File: config.mk
export PLATFORM = sky130hd
export DESIGN_NAME = ram_load_arbiter
export DESIGN_NICKNAME = d
export VERILOG_FILES = /design/src/rtl/ram_load_arbiter.sv
export SDC_FILE = /design/constraint.sdc
export NUM_CORES = 2
export LEC_CHECK = 0
export CAP_MARGIN = 25
export CORE_AREA = 2 2 326 328
export CTS_CLUSTER_SIZE = 25
export DETAILED_ROUTE_END_ITERATION = 7
export DIE_AREA = 0 0 328 330
export SETUP_SLACK_MARGIN = 0.3
export SYNTH_ARGS = -nofsm -noshare
export SYNTH_HDL_FRONTEND = slang
export SYNTH_SLANG_ARGS = --single-unit
File: constraint.sdc
create_clock -name clk -period 2.4 [get_ports clk]
set_clock_uncertainty 0.1 [all_clocks]
set_input_delay 0.36 -clock clk [delete_from_list [all_inputs] [get_ports clk]]
set_output_delay 0.36 -clock clk [all_outputs]
set_load 0.01 [all_outputs]
File: src/rtl/ram_load_arbiter.sv
// Packs three 16-bit host streams into BURST_LEN-halfword lines and arbitrates
// them round-robin onto one shared BRAM write port with per-stream line tracking.
module ram_load_arbiter #(
  parameter int unsigned BURST_LEN = 8,
  parameter int unsigned AW        = 13,
  parameter int unsigned D_DEPTH   = 1024,
  parameter int unsigned W_DEPTH   = 8192,
  parameter int unsigned B_DEPTH   = 1024
) (
  input  logic                   clk,
  input  logic                   rst,
  input  logic [2:0]             in_valid,
  input  logic [47:0]            in_data,
  output logic [2:0]             in_ready,
  input  logic [2:0]             clr,
  input  logic [3*AW-1:0]        cfg_lines,
  output logic                   wr_en,
  output logic [1:0]             wr_sel,
  output logic [AW-1:0]          wr_addr,
  output logic [16*BURST_LEN-1:0] wr_data,
  output logic [2:0]             done,
  output logic                   busy
);

  localparam int unsigned NS = 3;
  localparam int unsigned LW = 16 * BURST_LEN;
  localparam int unsigned SW = LW - 16;
  localparam int unsigned CW = (BURST_LEN > 1) ? $clog2(BURST_LEN) : 1;

  logic [CW-1:0] count_q [NS];
  logic [CW-1:0] count_d [NS];
  logic [SW-1:0] shreg_q [NS];
  logic [SW-1:0] shreg_d [NS];
  logic [LW-1:0] line_q  [NS];
  logic [LW-1:0] line_d  [NS];
  logic [AW-1:0] addr_q  [NS];
  logic [AW-1:0] addr_d  [NS];
  logic [AW-1:0] lines_q [NS];
  logic [AW-1:0] lines_d [NS];
  logic [AW-1:0] target_q[NS];
  logic [AW-1:0] target_d[NS];
  logic [NS-1:0] pending_q, pending_d;
  logic [NS-1:0] done_d, ready_d;
  logic [1:0]    ptr_q, ptr_d;
  logic          grant_vld;
  logic [1:0]    grant;
  logic          wr_en_d;
  logic [1:0]    wr_sel_d;
  logic [AW-1:0] wr_addr_d;
  logic [LW-1:0] wr_data_d;
  logic          busy_d;

  function automatic logic [AW-1:0] last_addr(input int s);
    case (s)
      0:       return AW'(D_DEPTH - 1);
      1:       return AW'(W_DEPTH - 1);
      default: return AW'(B_DEPTH - 1);
    endcase
  endfunction

  // Next-state: arbitration, packers, address/line counters and output staging
  always_comb begin
    logic          acc;
    logic          granted;
    logic [LW-1:0] full;

    count_d   = count_q;
    shreg_d   = shreg_q;
    line_d    = line_q;
    addr_d    = addr_q;
    lines_d   = lines_q;
    target_d  = target_q;
    pending_d = pending_q;
    done_d    = done;
    ptr_d     = ptr_q;
    grant_vld = 1'b0;
    grant     = 2'd0;
    wr_en_d   = 1'b0;
    wr_sel_d  = wr_sel;
    wr_addr_d = wr_addr;
    wr_data_d = wr_data;
    acc       = 1'b0;
    granted   = 1'b0;
    full      = '0;

    // First pending stream at or after the pointer, wrapping 0,1,2
    for (int k = 0; k < NS; k++) begin
      for (int s = 0; s < NS; s++) begin
        if (!grant_vld && pending_q[s] && 32'(s) == (32'(ptr_q) + 32'(k)) % 32'd3) begin
          grant_vld = 1'b1;
          grant     = 2'(s);
        end
      end
    end

    if (grant_vld) begin
      wr_en_d  = 1'b1;
      wr_sel_d = grant;
      ptr_d    = (grant == 2'd2) ? 2'd0 : grant + 2'd1;
    end

    for (int s = 0; s < NS; s++) begin
      acc     = in_valid[s] & in_ready[s] & ~clr[s];
      granted = grant_vld && (grant == 2'(s));
      full    = {in_data[16*s +: 16], shreg_q[s]};

      if (acc) begin
        shreg_d[s] = full[LW-1:16];
        if (count_q[s] == CW'(BURST_LEN - 1)) begin
          count_d[s]   = '0;
          pending_d[s] = 1'b1;
          line_d[s]    = full;
        end else begin
          count_d[s] = count_q[s] + CW'(1);
        end
      end

      if (granted) begin
        pending_d[s] = 1'b0;
        addr_d[s]    = (addr_q[s] == last_addr(s)) ? '0 : addr_q[s] + AW'(1);
        lines_d[s]   = (&lines_q[s]) ? lines_q[s] : lines_q[s] + AW'(1);
        wr_addr_d    = addr_q[s];
        wr_data_d    = line_q[s];
      end

      if (lines_q[s] == target_q[s] && target_q[s] != '0)
        done_d[s] = 1'b1;

      // Clear discards any partial line and a pending line; an issuing grant still completes
      if (clr[s]) begin
        count_d[s]   = '0;
        pending_d[s] = 1'b0;
        addr_d[s]    = '0;
        lines_d[s]   = '0;
        done_d[s]    = 1'b0;
        target_d[s]  = cfg_lines[AW*s +: AW];
      end

      ready_d[s] = ~pending_d[s];
    end

    busy_d = (|pending_d) | wr_en_d;
    for (int s = 0; s < NS; s++)
      if (count_d[s] != '0) busy_d = 1'b1;
  end

  // State and output registers
  always_ff @(posedge clk or negedge rst) begin
    if (!rst) begin
      count_q   <= '{default: '0};
      shreg_q   <= '{default: '0};
      line_q    <= '{default: '0};
      addr_q    <= '{default: '0};
      lines_q   <= '{default: '0};
      target_q  <= '{default: '0};
      pending_q <= '0;
      ptr_q     <= 2'd0;
      in_ready  <= 3'b111;
      wr_en     <= 1'b0;
      wr_sel    <= 2'd0;
      wr_addr   <= '0;
      wr_data   <= '0;
      done      <= '0;
      busy      <= 1'b0;
    end else begin
      count_q   <= count_d;
      shreg_q   <= shreg_d;
      line_q    <= line_d;
      addr_q    <= addr_d;
      lines_q   <= lines_d;
      target_q  <= target_d;
      pending_q <= pending_d;
      ptr_q     <= ptr_d;
      in_ready  <= ready_d;
      wr_en     <= wr_en_d;
      wr_sel    <= wr_sel_d;
      wr_addr   <= wr_addr_d;
      wr_data   <= wr_data_d;
      done      <= done_d;
      busy      <= busy_d;
    end
  end

endmodule

; ---- Word-level counts from Yosys, hierarchy flattened
; Index checks and enable logic that the tools add are counted.
[totals]
reg_bits = 1002
inputBits = 95
output_inout_bits = 151
elab_cells = 211
[classes]
n_addsub = 12
div_mod_pow = 3
n_eq_ne = 20
mux = 76
bitwise = 13
n_reduce_logical = 58
[ops]
columns = op, count
row1 = 128-bit two-way mux, 3
row2 = 13-bit two-way mux, 24
row3 = "1-bit by 32-bit == test with 1-bit output, first input constant", 3
row4 = "2-bit by 32-bit == test with 1-bit output, first input constant", 3
row5 = 32-bit logical NOT, 3
row6 = "13-bit by 1-bit adder with 13-bit output, second input constant", 6
row7 = 13-bit == test, 6
row8 = "32-bit by 2-bit modulo with 32-bit output, second input constant", 2
row9 = 13-bit AND reduction, 3
row10 = 13-bit nonzero test, 3
row11 = "2-bit by 2-bit modulo with 32-bit output, second input constant", 1
row12 = 1-bit two-way mux, 32
row13 = 3-bit two-way mux, 9
row14 = 1-bit logical AND, 23
row15 = 2-bit two-way mux, 8
row16 = 2-bit AND reduction, 6
row17 = 2-bit nonzero test, 6
row18 = 3-bit nonzero test, 4
row19 = "3-bit by 1-bit adder with 3-bit output, second input constant", 3
row20 = "3-bit == test, second input constant", 3
row21 = 1-bit logical NOT, 8
row22 = 1-bit bitwise AND, 6
row23 = "2-bit != test, second input constant", 3
row24 = 1-bit NOT, 6
row25 = 8 further kinds, 8

; ---- Depth between registers and ports, before layout
[logic_depth]
depth_word = 45
mapped_depth = 11
mapped_depth_nobuf = 8

; ---- Least setup slack after synthesis
; No wires, ideal clock.
[synth_timing]
kind = register to register
startpoint = register ptr_q[0]
endpoint = register busy
setup_ps = 136
arrival_ps = 2030
required_time_ps = 2164
path_slack_ps = 134
stages_incl_launch_ff = 11
n_path_buf = 3
period_less_slack_ps = 2266
path_cell_list = dfrtp_1 -> inv_1 -> ha_1 -> or3_4 -> o31ai_2 -> inv_2 -> buf_2 -> buf_6 -> buf_2 -> nor4_1 -> nand4_1
[synth_via]
elab_cells_between_ends = 74
classes_between = add/sub (2) / div (3) / eq/ne (8) / mux (27) / bitwise (1) / reduce/logical (33)
[synth_rtl]
columns = item, line
row1 = start: declaration, 44  ; logic [1:0] ptr_q, ptr_d;
row2 = start signal: assignment, 173  ; ptr_q <= ptr_d;
row3 = "parallel branches: the longest is 35 deep, another holds 32-bit by 2-bit modulo with 32-bit output", --
row4 = 1-bit two-way mux (*), 89  ; if (!grant_vld && pending_q[s] && 32'(s) == (32'(ptr_q) + 32'(k)) % 32'd3) begin
row5 = net grant_vld, 45  ; logic grant_vld;
row6 = 1-bit logical AND, 104  ; granted = grant_vld && (grant == 2'(s));
row7 = 1-bit two-way mux, 118  ; if (granted) begin
row8 = 1-bit two-way mux, 130  ; if (clr[s]) begin
row9 = 3-bit OR reduction, 142  ; busy_d = (|pending_d) | wr_en_d;
row10 = 1-bit OR (*), 142
row11 = 1-bit two-way mux (*) (3 in series), 144  ; if (count_d[s] != '0) busy_d = 1'b1;
row12 = net busy_d, 51  ; logic busy_d;
row13 = end signal: assignment, 180  ; busy <= busy_d;
row14 = end: declaration, 22  ; output logic busy
; Mark *: on every way through the listed nets, which the timed path passes.
; A chain may end at the register's enable or synchronous reset.

; ---- Worst setup path after layout
[layout_timing]
startpoint = register ptr_q[1]
endpoint = register wr_data[18]
[layout_via]
elab_chain_len = 40
elab_cells_between_ends = 65
classes_between = add/sub (2) / div (3) / eq/ne (8) / mux (19) / reduce/logical (33)
[layout_rtl]
columns = item, line
row1 = "parallel branches: the longest is 40 deep, another holds 32-bit by 2-bit modulo with 32-bit output", --
row2 = end signal: assignment, 178  ; wr_data <= wr_data_d;
row3 = end: declaration, 20  ; output logic [16*BURST_LEN-1:0] wr_data,
; Several ways; the timed one is not identified.

==> results.toml <==
[worst_setup_path]
cp_data_arrival_time_ns = 2.79
crit_fanout = 28
reg2reg_depth = 9
cp.required_ns = 2.86
endpoint_kind = "flop"
crit_path_end = "wr_data[18]"
worst_setup_path_start_kind = "flop"
crit_start = "ptr_q[1]"
critPathKind = "reg2reg"
r2r_start = "ptr_q[1]"
ff2ff_setup_slack_ns = 0.07
rr_endpoint = "wr_data[18]"

[power]
power.density_mw_per_mm2 = 795
leakagePower_uw = 0.0250
vdd_drop_max_mv = 0.652

[routing]
drt_wl_total_um = 121000
drc = 0
dr.first_iter.drc_count = 2183
drt_pass1_iterations = 7
dr_total_vias = 27702
routedWlPerCell_um = 23.4
ant_nets = 0
via_per_inst = 5.37

[sta]
worst_pin_slew_ns = 0.715
min_period_ns = 2.33
setup_violations = 0
whs_ns = 0.0542
hold_viol = 0
slew_headroom_pct = 52.0
drv_slew = 0
period_share_pct = 97.2
rsz0062_at_grt = "yes"
fmax_ghz = 0.429

[cts]
clock_latency_ns = 0.69
tritoncts = "done"
clock_path_buffers = 3
path_clk_slew_ns = 0.06
cts.sinks = 1002
numCtsBuffers = 107
cts_root_buf = "clkbuf_16"
htreeDepth = 3

[hold_path]
hp-class = "in2reg"
worstHoldPathCells = 2

[floorplanning]
io_pins = 246
num_rows = 119
die_area_mm2 = 0.108
die_x_um = 328
start_util_pct = 39.7
coreArea_mm2 = 0.105
fp.dieH_um = 330

[final_layout]
final_common_cell = "dfrtp_1"
num-nets-final = 3792
fill_cells = 9179
regArea_mm2 = 0.0251
layout_common_cells = "dfrtp_1, mux2_2, nand2_1"
stdcell_count = 5160
drive_gt1_share_pct = 31.0
synthToLayoutAreaGrowth_pct = 24.7
multiInputGateArea_mm2 = 0.0161

[synthesis]
ys_seq_area_share_pct = 60.3
ys_types = 65
syn_nets = 3398
postSynth.asyncResetShare_pct = 100
synth_edf_count = 0
syn_avg_cell_area_um2 = 12.7
ys_seq_elements = 1002
netlist_instances = 3289
yosys_warnings = 0
synthFlopType = "dfrtp_1"
synthesis.area_mm2 = 0.0416

[global_route]
antenna_found_initial = 6
grt_pass1_wl_um = 179000
grt_max_degree = 113
grt_use_total_pct = 21.7
grt_overflow = 0
grt_pass1_vias = 27793

[place]
hpwl_um = 82800
globalplace.congestion = 0.832
port-buffer-count = 245
dp_cells = 4932

[status]
status = "completed"

[flow_run]
max_cap_viol_count = 0
[cell type report]
type	instances	area share (%)
sequential	1002	48.4
multi-input combinational	2071	31.0
timing repair buffer	480	10.0
clock buffer	168	6.36
tap	1391	3.36
clock inverter	25	0.709
inverter	21	0.164
antenna	2	0.00965
[cell families after synthesis]
family	count (synthesis)	share of synthesized area (%)
AO/OA/AOI/OAI	425	5.66
XOR/XNOR	64	1.35
adder cells (fa/ha/maj)	14	0.421
buffers and inverters	218	2.38
flip-flops	1002	60.3
multiplexers	791	21.0
AND/OR/NAND/NOR	775	8.94
[sequential cells by signal (all words and copies together), names as in the netlist, 2 cells and up]
register	cells
count_q	9
wr_addr	13
wr_data	128
target_q	39
line_q	384
shreg_q	336
addr_q	39
ptr_q	2
pending_q	3
done	3
wr_sel	2
in_ready	3
lines_q	39
[metal layers]
| layer | global-route usage [%] | routed length, µm |
|---|---|---|
| met1 | 32.2 | 56500 |
| met2 | 33.0 | 55000 |
| met3 | 3.44 | 5940 |
| met4 | 6.24 | 3210 |
| met5 | 0 | 13 |
[worst max-delay path: stages, from the launching register on]
cell and delay (ns):
dfrtp_1 0.42, ha_4 0.27, or3_4 0.40, o31ai_4 0.10, clkinv_4 0.09, buf_12 0.18, buf_16 0.18, and3_1 0.21
a21oi_1 0.11, o21ai_1 0.08
[synthesized netlist by cell type, types with 3 or more instances]
cell	number	area, µm²
nand2_1	396	1490
buf_6	7	78.8
and3_1	144	901
buf_4	14	105
a211oi_1	11	82.6
nand4_1	24	150
mux2_2	647	7290
or3_1	22	138
and4_1	4	35.0
nor2_1	56	210
a21oi_1	182	911
clkbuf_1	106	398
o21ai_0	35	175
o211ai_1	8	60.1
ha_1	14	175
buf_2	52	260
nand3b_1	3	22.5
xnor2_1	40	350
and2_1	5	31.3
nand2b_1	6	37.5
dfstp_2	3	78.8
o21ai_1	142	711
o41ai_1	3	26.3
nand4b_1	3	26.3
xor2_1	24	210
nor2b_1	4	25.0
nor4_1	18	113
nand3_1	41	205
a31oi_1	7	43.8
a21o_1	4	30.0
dfrtp_1	999	25000
o22ai_1	3	18.8
or4_1	15	113
mux2i_1	144	1440
o31ai_1	8	60.1
or2_2	3	18.8
a21bo_2	3	30.0
inv_1	19	71.3
buf_1	18	67.6
a211o_1	3	26.3
nor3_1	20	100
[what timing repair did]
| action | in CTS | in global routing |
|---|---|---|
| hold buffers | 2 | 0 |
| cloned | 1 | 11 |
| endpoints found under the hold margin | 634 | 0 |
| buffers inserted | 8 | 11 |
| pin swaps | 9 | 11 |
| setup endpoints to repair | 270 | 324 |
| gates resized for setup | 29 | 71 |
[per-stage QoR]
step | util (%) | setup TNS [ns] | setup slack, ns | cell area [µm²] | power, µW
floorplan | - | 0 | 0.225 | 41900 | 22100
global placement | 45.2 | 0 | 0.0274 | 47300 | 24300
detailed placement | 45.2 | 0 | 0.0439 | 47300 | 24400
CTS | 48.9 | 0 | 0.0430 | 51200 | 41500
global route | 49.5 | -0.450 | -0.0420 | 51900 | 42900
finish | 49.5 | 0 | 0.0684 | 51900 | 41200
[worst min path at each step]
| stage | startpoint | to | slack (ns) |
|---|---|---|---|
| 2_1_floorplan | rst | addr_q[0] | -0.04 |
| 3_3_place_gp | rst | line_q[252] | 0.19 |
| 3_5_place_dp | rst | line_q[252] | 0.19 |
| 4_1_cts | clr[1] | count_q[4] | 0.01 |
| 5_1_grt | rst | line_q[252] | 0.07 |
| 6_report | clr[1] | count_q[3] | 0.05 |
[where the power goes]
part	switching, µW	leakage [µW]	internal, µW
sequential	2200	0.0133	18800
combinational	1360	0.00989	1820
clock	6780	0.00180	10200
(Power assumes the default switching activity.)
